===== config.mk =====
export PLATFORM = sky130hd
export DESIGN_NAME = usb_line_rx
export DESIGN_NICKNAME = d
export VERILOG_FILES = /design/src/rtl/usb_line_rx.sv
export SDC_FILE = /design/constraint.sdc
export NUM_CORES = 1
export LEC_CHECK = 0
export CORE_ASPECT_RATIO = 1.25
export CORE_MARGIN = 1
export CORE_UTILIZATION = 55
export CTS_CLUSTER_SIZE = 8
export DETAILED_ROUTE_END_ITERATION = 12
export MAX_ROUTING_LAYER = met4
export PLACE_DENSITY = 0.78
export RECOVER_POWER = 25
export SYNTH_ARGS = -nofsm -noshare
export SYNTH_HDL_FRONTEND = slang
export SYNTH_SLANG_ARGS = --single-unit
export TNS_END_PERCENT = 1

===== constraint.sdc =====
create_clock -name clk -period 5.75 [get_ports clk]
set_clock_uncertainty 0.15 [all_clocks]
set_input_delay 0.8625 -clock clk [delete_from_list [all_inputs] [get_ports clk]]
set_output_delay 0.8625 -clock clk [all_outputs]
set_load 0.01 [all_outputs]

===== src/rtl/usb_line_rx.sv =====
// usb_line_rx: passive USB receiver for the shared linep/linem bus.
// Synchronises the line, recovers bit timing from transitions, NRZI-decodes,
// hunts for SYNC, strips stuffed bits, assembles bytes and flags EOP/errors.
// Never drives the line. Also reports a long-SE0 bus reset condition.
module usb_line_rx #(
    parameter int FULLSPEED    = 1,
    parameter int CLKS_PER_BIT = 4,
    parameter int RESET_CLKS   = 120
) (
    input  logic       clk,
    input  logic       nreset,
    input  logic       linep,
    input  logic       linem,
    output logic [1:0] line_state,
    output logic       rx_active,
    output logic       rx_sop,
    output logic [7:0] rx_data,
    output logic       rx_valid,
    output logic       rx_eop,
    output logic       rx_err,
    output logic       bus_reset
);

    // Line states as {linem, linep}
    localparam logic [1:0] LS_J   = (FULLSPEED != 0) ? 2'b01 : 2'b10;
    localparam logic [1:0] LS_K   = (FULLSPEED != 0) ? 2'b10 : 2'b01;
    localparam logic [1:0] LS_SE0 = 2'b00;
    localparam logic [1:0] LS_SE1 = 2'b11;

    localparam int             PHW    = $clog2(CLKS_PER_BIT);
    localparam logic [PHW-1:0] PH_MAX = PHW'(CLKS_PER_BIT - 1);
    localparam logic [PHW-1:0] PH_SMP = PHW'(CLKS_PER_BIT / 2 - 1);
    localparam int             RCW    = $clog2(RESET_CLKS + 1);
    localparam logic [RCW-1:0] RC_MAX = RCW'(RESET_CLKS);

    typedef enum logic [2:0] {
        S_IDLE,
        S_SYNC,
        S_DATA,
        S_EOP,
        S_ERR
    } state_t;

    state_t         state;
    logic [1:0]     sync1;
    logic [1:0]     ls_prev;
    logic [PHW-1:0] ph;
    logic [RCW-1:0] se0_cnt;
    logic [1:0]     prev_jk;
    logic [1:0]     zcnt;
    logic [2:0]     bcnt;
    logic [2:0]     ones;
    logic [7:0]     shreg;
    logic           misal;
    logic           err_seen;

    logic       ls_chg;
    logic       smp;
    logic       is_j;
    logic       is_k;
    logic       is_se0;
    logic       is_se1;
    logic       bit_dec;
    logic [7:0] shnext;

    assign ls_chg  = (line_state != ls_prev);
    // Never sample in the cycle a transition shows up: the counter is being
    // reloaded there, so the old phase value must not trigger a sample.
    assign smp     = (ph == PH_SMP) && !ls_chg;
    assign is_j    = (line_state == LS_J);
    assign is_k    = (line_state == LS_K);
    assign is_se0  = (line_state == LS_SE0);
    assign is_se1  = (line_state == LS_SE1);
    // NRZI: no change from the previous J/K sample is a 1
    assign bit_dec = (line_state == prev_jk);
    assign shnext  = {bit_dec, shreg[7:1]};

    assign bus_reset = is_se0 && (se0_cnt >= RC_MAX);

    // Two-flop synchroniser plus one-cycle history for transition detection
    always_ff @(posedge clk or negedge nreset) begin
        if (!nreset) begin
            sync1      <= 2'b00;
            line_state <= 2'b00;
            ls_prev    <= 2'b00;
        end else begin
            sync1      <= {linem, linep};
            line_state <= sync1;
            ls_prev    <= line_state;
        end
    end

    // Bit phase counter, re-aligned on every line transition
    always_ff @(posedge clk or negedge nreset) begin
        if (!nreset) begin
            ph <= '0;
        end else if (ls_chg || ph == PH_MAX) begin
            ph <= '0;
        end else begin
            ph <= ph + 1'b1;
        end
    end

    // Saturating SE0 duration counter for bus reset detection
    always_ff @(posedge clk or negedge nreset) begin
        if (!nreset) begin
            se0_cnt <= '0;
        end else if (!is_se0) begin
            se0_cnt <= '0;
        end else if (se0_cnt != RC_MAX) begin
            se0_cnt <= se0_cnt + 1'b1;
        end
    end

    // Receive state machine with registered strobes
    always_ff @(posedge clk or negedge nreset) begin
        if (!nreset) begin
            state     <= S_IDLE;
            prev_jk   <= LS_J;
            zcnt      <= '0;
            bcnt      <= '0;
            ones      <= '0;
            shreg     <= '0;
            misal     <= 1'b0;
            err_seen  <= 1'b0;
            rx_active <= 1'b0;
            rx_sop    <= 1'b0;
            rx_data   <= '0;
            rx_valid  <= 1'b0;
            rx_eop    <= 1'b0;
            rx_err    <= 1'b0;
        end else begin
            rx_sop   <= 1'b0;
            rx_valid <= 1'b0;
            rx_eop   <= 1'b0;
            rx_err   <= 1'b0;
            if (smp && (is_j || is_k)) prev_jk <= line_state;

            case (state)
                S_IDLE: begin
                    prev_jk <= LS_J;
                    if (smp && is_k) begin
                        // first K after idle J is the first 0 of SYNC
                        state   <= S_SYNC;
                        zcnt    <= 2'd1;
                        prev_jk <= LS_K;
                    end
                end

                S_SYNC: begin
                    if (smp) begin
                        if (is_se0 || is_se1) begin
                            state <= S_IDLE;
                        end else if (!bit_dec) begin
                            if (zcnt != 2'd3) zcnt <= zcnt + 2'd1;
                        end else if (zcnt == 2'd3) begin
                            state     <= S_DATA;
                            rx_sop    <= 1'b1;
                            rx_active <= 1'b1;
                            bcnt      <= '0;
                            ones      <= '0;
                        end else begin
                            state <= S_IDLE;
                        end
                    end
                end

                S_DATA: begin
                    if (smp) begin
                        if (is_se0) begin
                            state <= S_EOP;
                            misal <= (bcnt != 3'd0);
                        end else if (is_se1) begin
                            rx_err    <= 1'b1;
                            rx_active <= 1'b0;
                            err_seen  <= 1'b0;
                            state     <= S_ERR;
                        end else if (ones == 3'd6) begin
                            // stuffed position: must be a 0, never counted
                            if (bit_dec) begin
                                rx_err    <= 1'b1;
                                rx_active <= 1'b0;
                                err_seen  <= 1'b0;
                                state     <= S_ERR;
                            end else begin
                                ones <= '0;
                            end
                        end else begin
                            shreg <= shnext;
                            ones  <= bit_dec ? ones + 3'd1 : 3'd0;
                            if (bcnt == 3'd7) begin
                                rx_data  <= shnext;
                                rx_valid <= 1'b1;
                                bcnt     <= '0;
                            end else begin
                                bcnt <= bcnt + 3'd1;
                            end
                        end
                    end else if (bus_reset) begin
                        // long SE0 ends the packet like a normal EOP
                        state <= S_EOP;
                        misal <= (bcnt != 3'd0);
                    end
                end

                S_EOP: begin
                    if (smp && is_j) begin
                        rx_eop    <= 1'b1;
                        rx_err    <= misal;
                        rx_active <= 1'b0;
                        state     <= S_IDLE;
                    end
                end

                S_ERR: begin
                    // leave only after a J that follows an SE0 or J sample
                    if (smp && (is_j || is_se0)) begin
                        if (is_j && err_seen) state <= S_IDLE;
                        err_seen <= 1'b1;
                    end
                end

                default: state <= S_IDLE;
            endcase
        end
    end

endmodule

After elaboration in Yosys (flattened, before gate mapping)
Cells that the tools add are included.
W data, S select, Z words.
{"block": "word_totals", "ff_bits": 51, "in_bits": 4, "word_cells": 177}
{"block": "classes", "addsub": 5, "n_lt_le_gt_ge": 1, "n_eq_ne": 39, "n_mux": 80, "bitwise_logic": 3, "reduce_logical": 30}
{"operator": "$mux W3", "count": 28}
{"operator": "$mux W1", "count": 33}
{"operator": "$ne A2 B2 Y1 const B", "count": 15}
{"operator": "$reduce_and A9 Y1", "count": 3}
{"operator": "$mux W2", "count": 10}
{"operator": "$reduce_and A6 Y1", "count": 3}
{"operator": "$ne A3 B3 Y1 const B", "count": 5}
{"operator": "$pmux W3 S5", "count": 1}
{"operator": "$mux W7", "count": 2}
{"operator": "$pmux W3 S2", "count": 2}
{"operator": "$ne A5 B5 Y1 const B", "count": 2}
{"operator": "$reduce_and A10 Y1", "count": 1}
{"operator": "$reduce_bool A2 Y1", "count": 5}
{"operator": "$eq A3 B3 Y1 const B", "count": 3}
{"operator": "$eq A2 B2 Y1 const B", "count": 4}
{"operator": "$add A7 B1 Y7 const B", "count": 1}
{"operator": "$ge A7 B7 Y1 const B", "count": 1}
{"operator": "$logic_and A1 B1 Y1", "count": 7}
{"operator": "$ne A7 B7 Y1 const B", "count": 1}
{"operator": "$add A3 B1 Y3 const B", "count": 2}
{"operator": "$eq A3 B2 Y1 const B", "count": 2}
{"operator": "$reduce_bool A3 Y1", "count": 2}
{"operator": "$reduce_and A5 Y1", "count": 1}
{"operator": "$add A2 B1 Y2 const B", "count": 2}
{"operator": "other kinds (14)", "count": 22}

Logic depth before layout (Yosys ltp)
{"block": "logic_depth", "ltp_word": 7, "depth_mapped": 8}

Worst setup path before layout
No wires, ideal clock.
{"block": "synth_timing", "path_kind": "flip-flop to output port", "start": "reg line_state[1]", "end": "out bus_reset", "t_arrival_ps": 1240, "required_time_ps": 4738, "path_slack_ps": 3497, "path_stages_with_launch": 5, "n_path_buf": 1, "cell_sequence": "dfrtp_1 > buf_2 > inv_1 > ha_1 > and3_1"}
{"block": "synth_via", "elab_chain_cells": 2}
{"element": "start, declared", "line": "14", "rtl": "output logic [1:0] line_state,"}
{"element": "start signal, assigned", "line": "88", "rtl": "line_state <= sync1;"}
{"element": "$logic_not A2 Y1", "line": "72", "rtl": "assign is_se0 = (line_state == LS_SE0);"}
{"element": "$logic_and A1 B1 Y1", "line": "78", "rtl": "assign bus_reset = is_se0 && (se0_cnt >= RC_MAX);"}
{"element": "end, declared", "line": "21", "rtl": "output logic bus_reset"}
Every way passes these cells.

Worst setup path in the final report
{"block": "layout_timing", "start": "reg line_state[0]", "end": "out bus_reset"}
The elaborated chain is that of the path after synthesis.

==> impl_metrics.tcl <==
set metrics [dict create \
    fin_crit_ns 3.33 \
    post-route-drc-count 0 \
    routed_wl_um 4410 \
    multi_input_area_um2 1250 \
    cts-resized-gates 0 \
    fp.coreArea_um2 4460 \
    violations "capacitance limit, slew limit" \
    synthSimpleGateAreaFrac 0.171 \
    synthMuxAreaShare 0.116 \
    htreeDepth 2 \
    p_sw_uw 192 \
    slew_violations 51 \
    antenna_found_initial 0 \
    post_cts_buffers 0 \
    cts_tree "done" \
    grtUsageTotal 0.206 \
    gr-usage-met2 0.306 \
    status "finished, violations left" \
    clock-root-buffer "clkbuf_8" \
    start_kind "flip-flop" \
    n_fill_cell 367 \
    grt_pass1_vias 1625 \
    yosysWarnings 0 \
    die_w_um 63.4 \
    insertion_delay_ns 0.31 \
    cellPowerDensity_nw_per_um2 249 \
    cts_hold_buffers 0 \
    ys_seq_area_frac 0.484 \
    io_buffers 19 \
    pwr-share-seq 0.533 \
    relSlewSlack -0.685 \
    ir_drop_v 0.000203 \
    clock.fmax_mhz 300 \
    final_antenna_net_count 0 \
    synth_top_family_by_area "simple AND/OR/NAND/NOR gates" \
    p_clk_frac 0.348 \
    rows 27 \
    fin_setup_tns_ns 0 \
    path_clk_slew_ns 0.10 \
    die_h_um 78.7 \
    syn_inst 224 \
    io_pins 20 \
    drive_gt1_frac 0.148 \
    synth_nets 242 \
    setup_viol 0 \
    synth_area_um2 2590 \
    grt_use_met1 0.265 \
    fin_nets 261 \
    drv_cap 1 \
    ys_seq_elements 50 \
    overflow 0 \
    p_int_uw 535 \
    top_usage_layer "met2" \
    synth-compound-area-share 0.0924 \
    start_util 0.580 \
    vias 1660 \
    combPwrFrac 0.119 \
    finish.utilization 0.654 \
    placed_area_um2 2800 \
    period_share 0.579 \
    swShare 0.265 \
    synthAdderAreaFrac 0.0677 \
    grt_pass1_wl_um 7650 \
    critPathKind "reg2out" \
    cts_buffer_depth 2 \
    synth_cell_types 51 \
    cts_inserted_buffers 5 \
    place.gp.congestion 0.853 \
    cp.arrival_ns 2.32 \
    hpwl_um 3170 \
    syn_to_final_growth_pct 12.8 \
    path_max_fanout 17 \
    worstMarginPinSlew_ns 2.53 \
    drt_iter0_drc 70 \
    met3_usage 0.0465 \
    crit_path_end_kind "output port" \
    clock-sinks 50 \
    post_drt_wl_per_cell_um 14.6 \
    design_area_um2 2920 \
    grt_max_degree 51 \
    leakage_nw 1.35 \
    drt-vias-per-instance 5.50 \
    synth_xor_area_frac 0.0372 \
    hold_class "reg2reg" \
    hold_viol_final 0 \
    syn_area_per_cell_um2 11.6 \
    critPathRequiredTime_ns 4.74 \
    ff_latch_area_um2 1250 \
    rsz0062_at_grt "false" \
    dieArea_um2 4980 \
    dr.pass1.iters 4 \
    diodes 0 \
]
-- worst max-delay path, stage by stage (launching register included) --
cell and delay, ns:
dfrtp_1 0.51, inv_1 0.13, ha_1 0.54, and3_1 0.29
clkdlybuf4s50_1 0.54
-- cell families after synthesis --
kind of cell | count (synthesis)
compound gates | 34
mux | 22
flops | 50
buf+inv | 17
fa+ha+maj | 14
xor+xnor | 11
simple gates | 76
-- final cells by class --
class / instances / share of cell area
Tap cell: 58 / 0.0249
Clock inverter: 3 / 0.0167
Multi-Input combinational cell: 157 / 0.430
Timing Repair Buffer: 19 / 0.0630
Sequential cell: 50 / 0.429
Inverter: 10 / 0.0129
Clock buffer: 5 / 0.0236
-- Yosys cell counts, drive strengths merged --
cell type	count	share of area
mux2	19	0.10
clkbuf	3	0.0044
nand3b	1	0.0029
a21boi	1	0.0029
o32ai	1	0.0034
xor2	3	0.010
buf	4	0.013
ha	14	0.068
nand2	17	0.028
a22o	4	0.014
nand3	9	0.019
nor2b	5	0.012
xnor2	8	0.027
a41oi	1	0.0034
a21o	2	0.0058
o31ai	1	0.0029
nand2b	5	0.012
and2	8	0.020
a32o	1	0.0039
o21a	1	0.0029
nor3	6	0.012
nor3b	5	0.016
nand4	1	0.0024
inv	10	0.015
a211oi	1	0.0048
and4bb	1	0.0048
dfrtp	49	0.47
dfstp	1	0.010
mux2i	3	0.012
nor4	2	0.011
a2111oi	1	0.0058
or3	1	0.0024
and3	3	0.0073
or2	1	0.0024
nor2	10	0.015
a21oi	7	0.015
or3b	1	0.0044
o311ai	1	0.0034
a31oi	3	0.0073
o21ai	9	0.017
-- power groups by stage --
| stage | Combinational (mW) | Sequential [mW] | Clock, mW |
|---|---|---|---|
| finish | 0.0868 | 0.387 | 0.253 |
| global route | 0.102 | 0.390 | 0.271 |
| CTS | 0.0879 | 0.387 | 0.257 |
| detailed placement | 0.0874 | 0.394 | 0 |
| global placement | 0.0870 | 0.393 | 0 |
| floorplan | 0.0736 | 0.382 | 0 |
-- per-stage QoR --
step	setup WS [ns]	total power [mW]	hold slack (ns)	instances
after detailed placement	2.75	0.482	0.199	294
after global routing	2.22	0.763	0.229	302
after floorplan	3.50	0.456	0.181	224
final	2.42	0.727	0.219	302
after global placement	2.82	0.480	0.199	294
after CTS	2.41	0.733	0.228	302
-- placed cells by master (no fill, tap or decap), types with 8 or more instances in the layout --
master / instances
dfrtp_1: 49
nand2_1: 16
clkdlybuf4s50_1: 16
mux2_4: 15
ha_1: 14
nor2_1: 10
inv_1: 9
xnor2_1: 8
nand3_1: 8
-- metal layers --
layer / routed length (um) / up-vias / share of wire
met4: 103 / 0 / 0.023
met5: 0 / - / 0
met1: 2050 / 805 / 0.46
met3: 136 / 10 / 0.031
li1: - / 818 / -
met2: 2120 / 27 / 0.48
-- flip-flops by register name, summed over array words and instances (netlist names), 2 cells and up --
register / flops
sync1: 2
ls_prev: 2
line_state: 2
rx_data: 8
ph: 2
ones: 3
state: 3
zcnt: 2
shreg: 7
bcnt: 3
se0_cnt: 7
prev_jk: 2
-- worst paths after layout --
path	endpoint	cells after the start	slack, ns	from
worst max-delay path	bus_reset	4	2.42	line_state[0]
worst min-delay path	line_state[0]	0	0.22	sync1[0]
worst max register to register	rx_data[0]	6	3.24	line_state[0]
worst min register to register	line_state[0]	0	0.22	sync1[0]
max in group asynchronous	ph[1]	1	2.82	nreset
min in group asynchronous	state[2]	1	1.18	nreset
(Power assumes the default switching activity.)
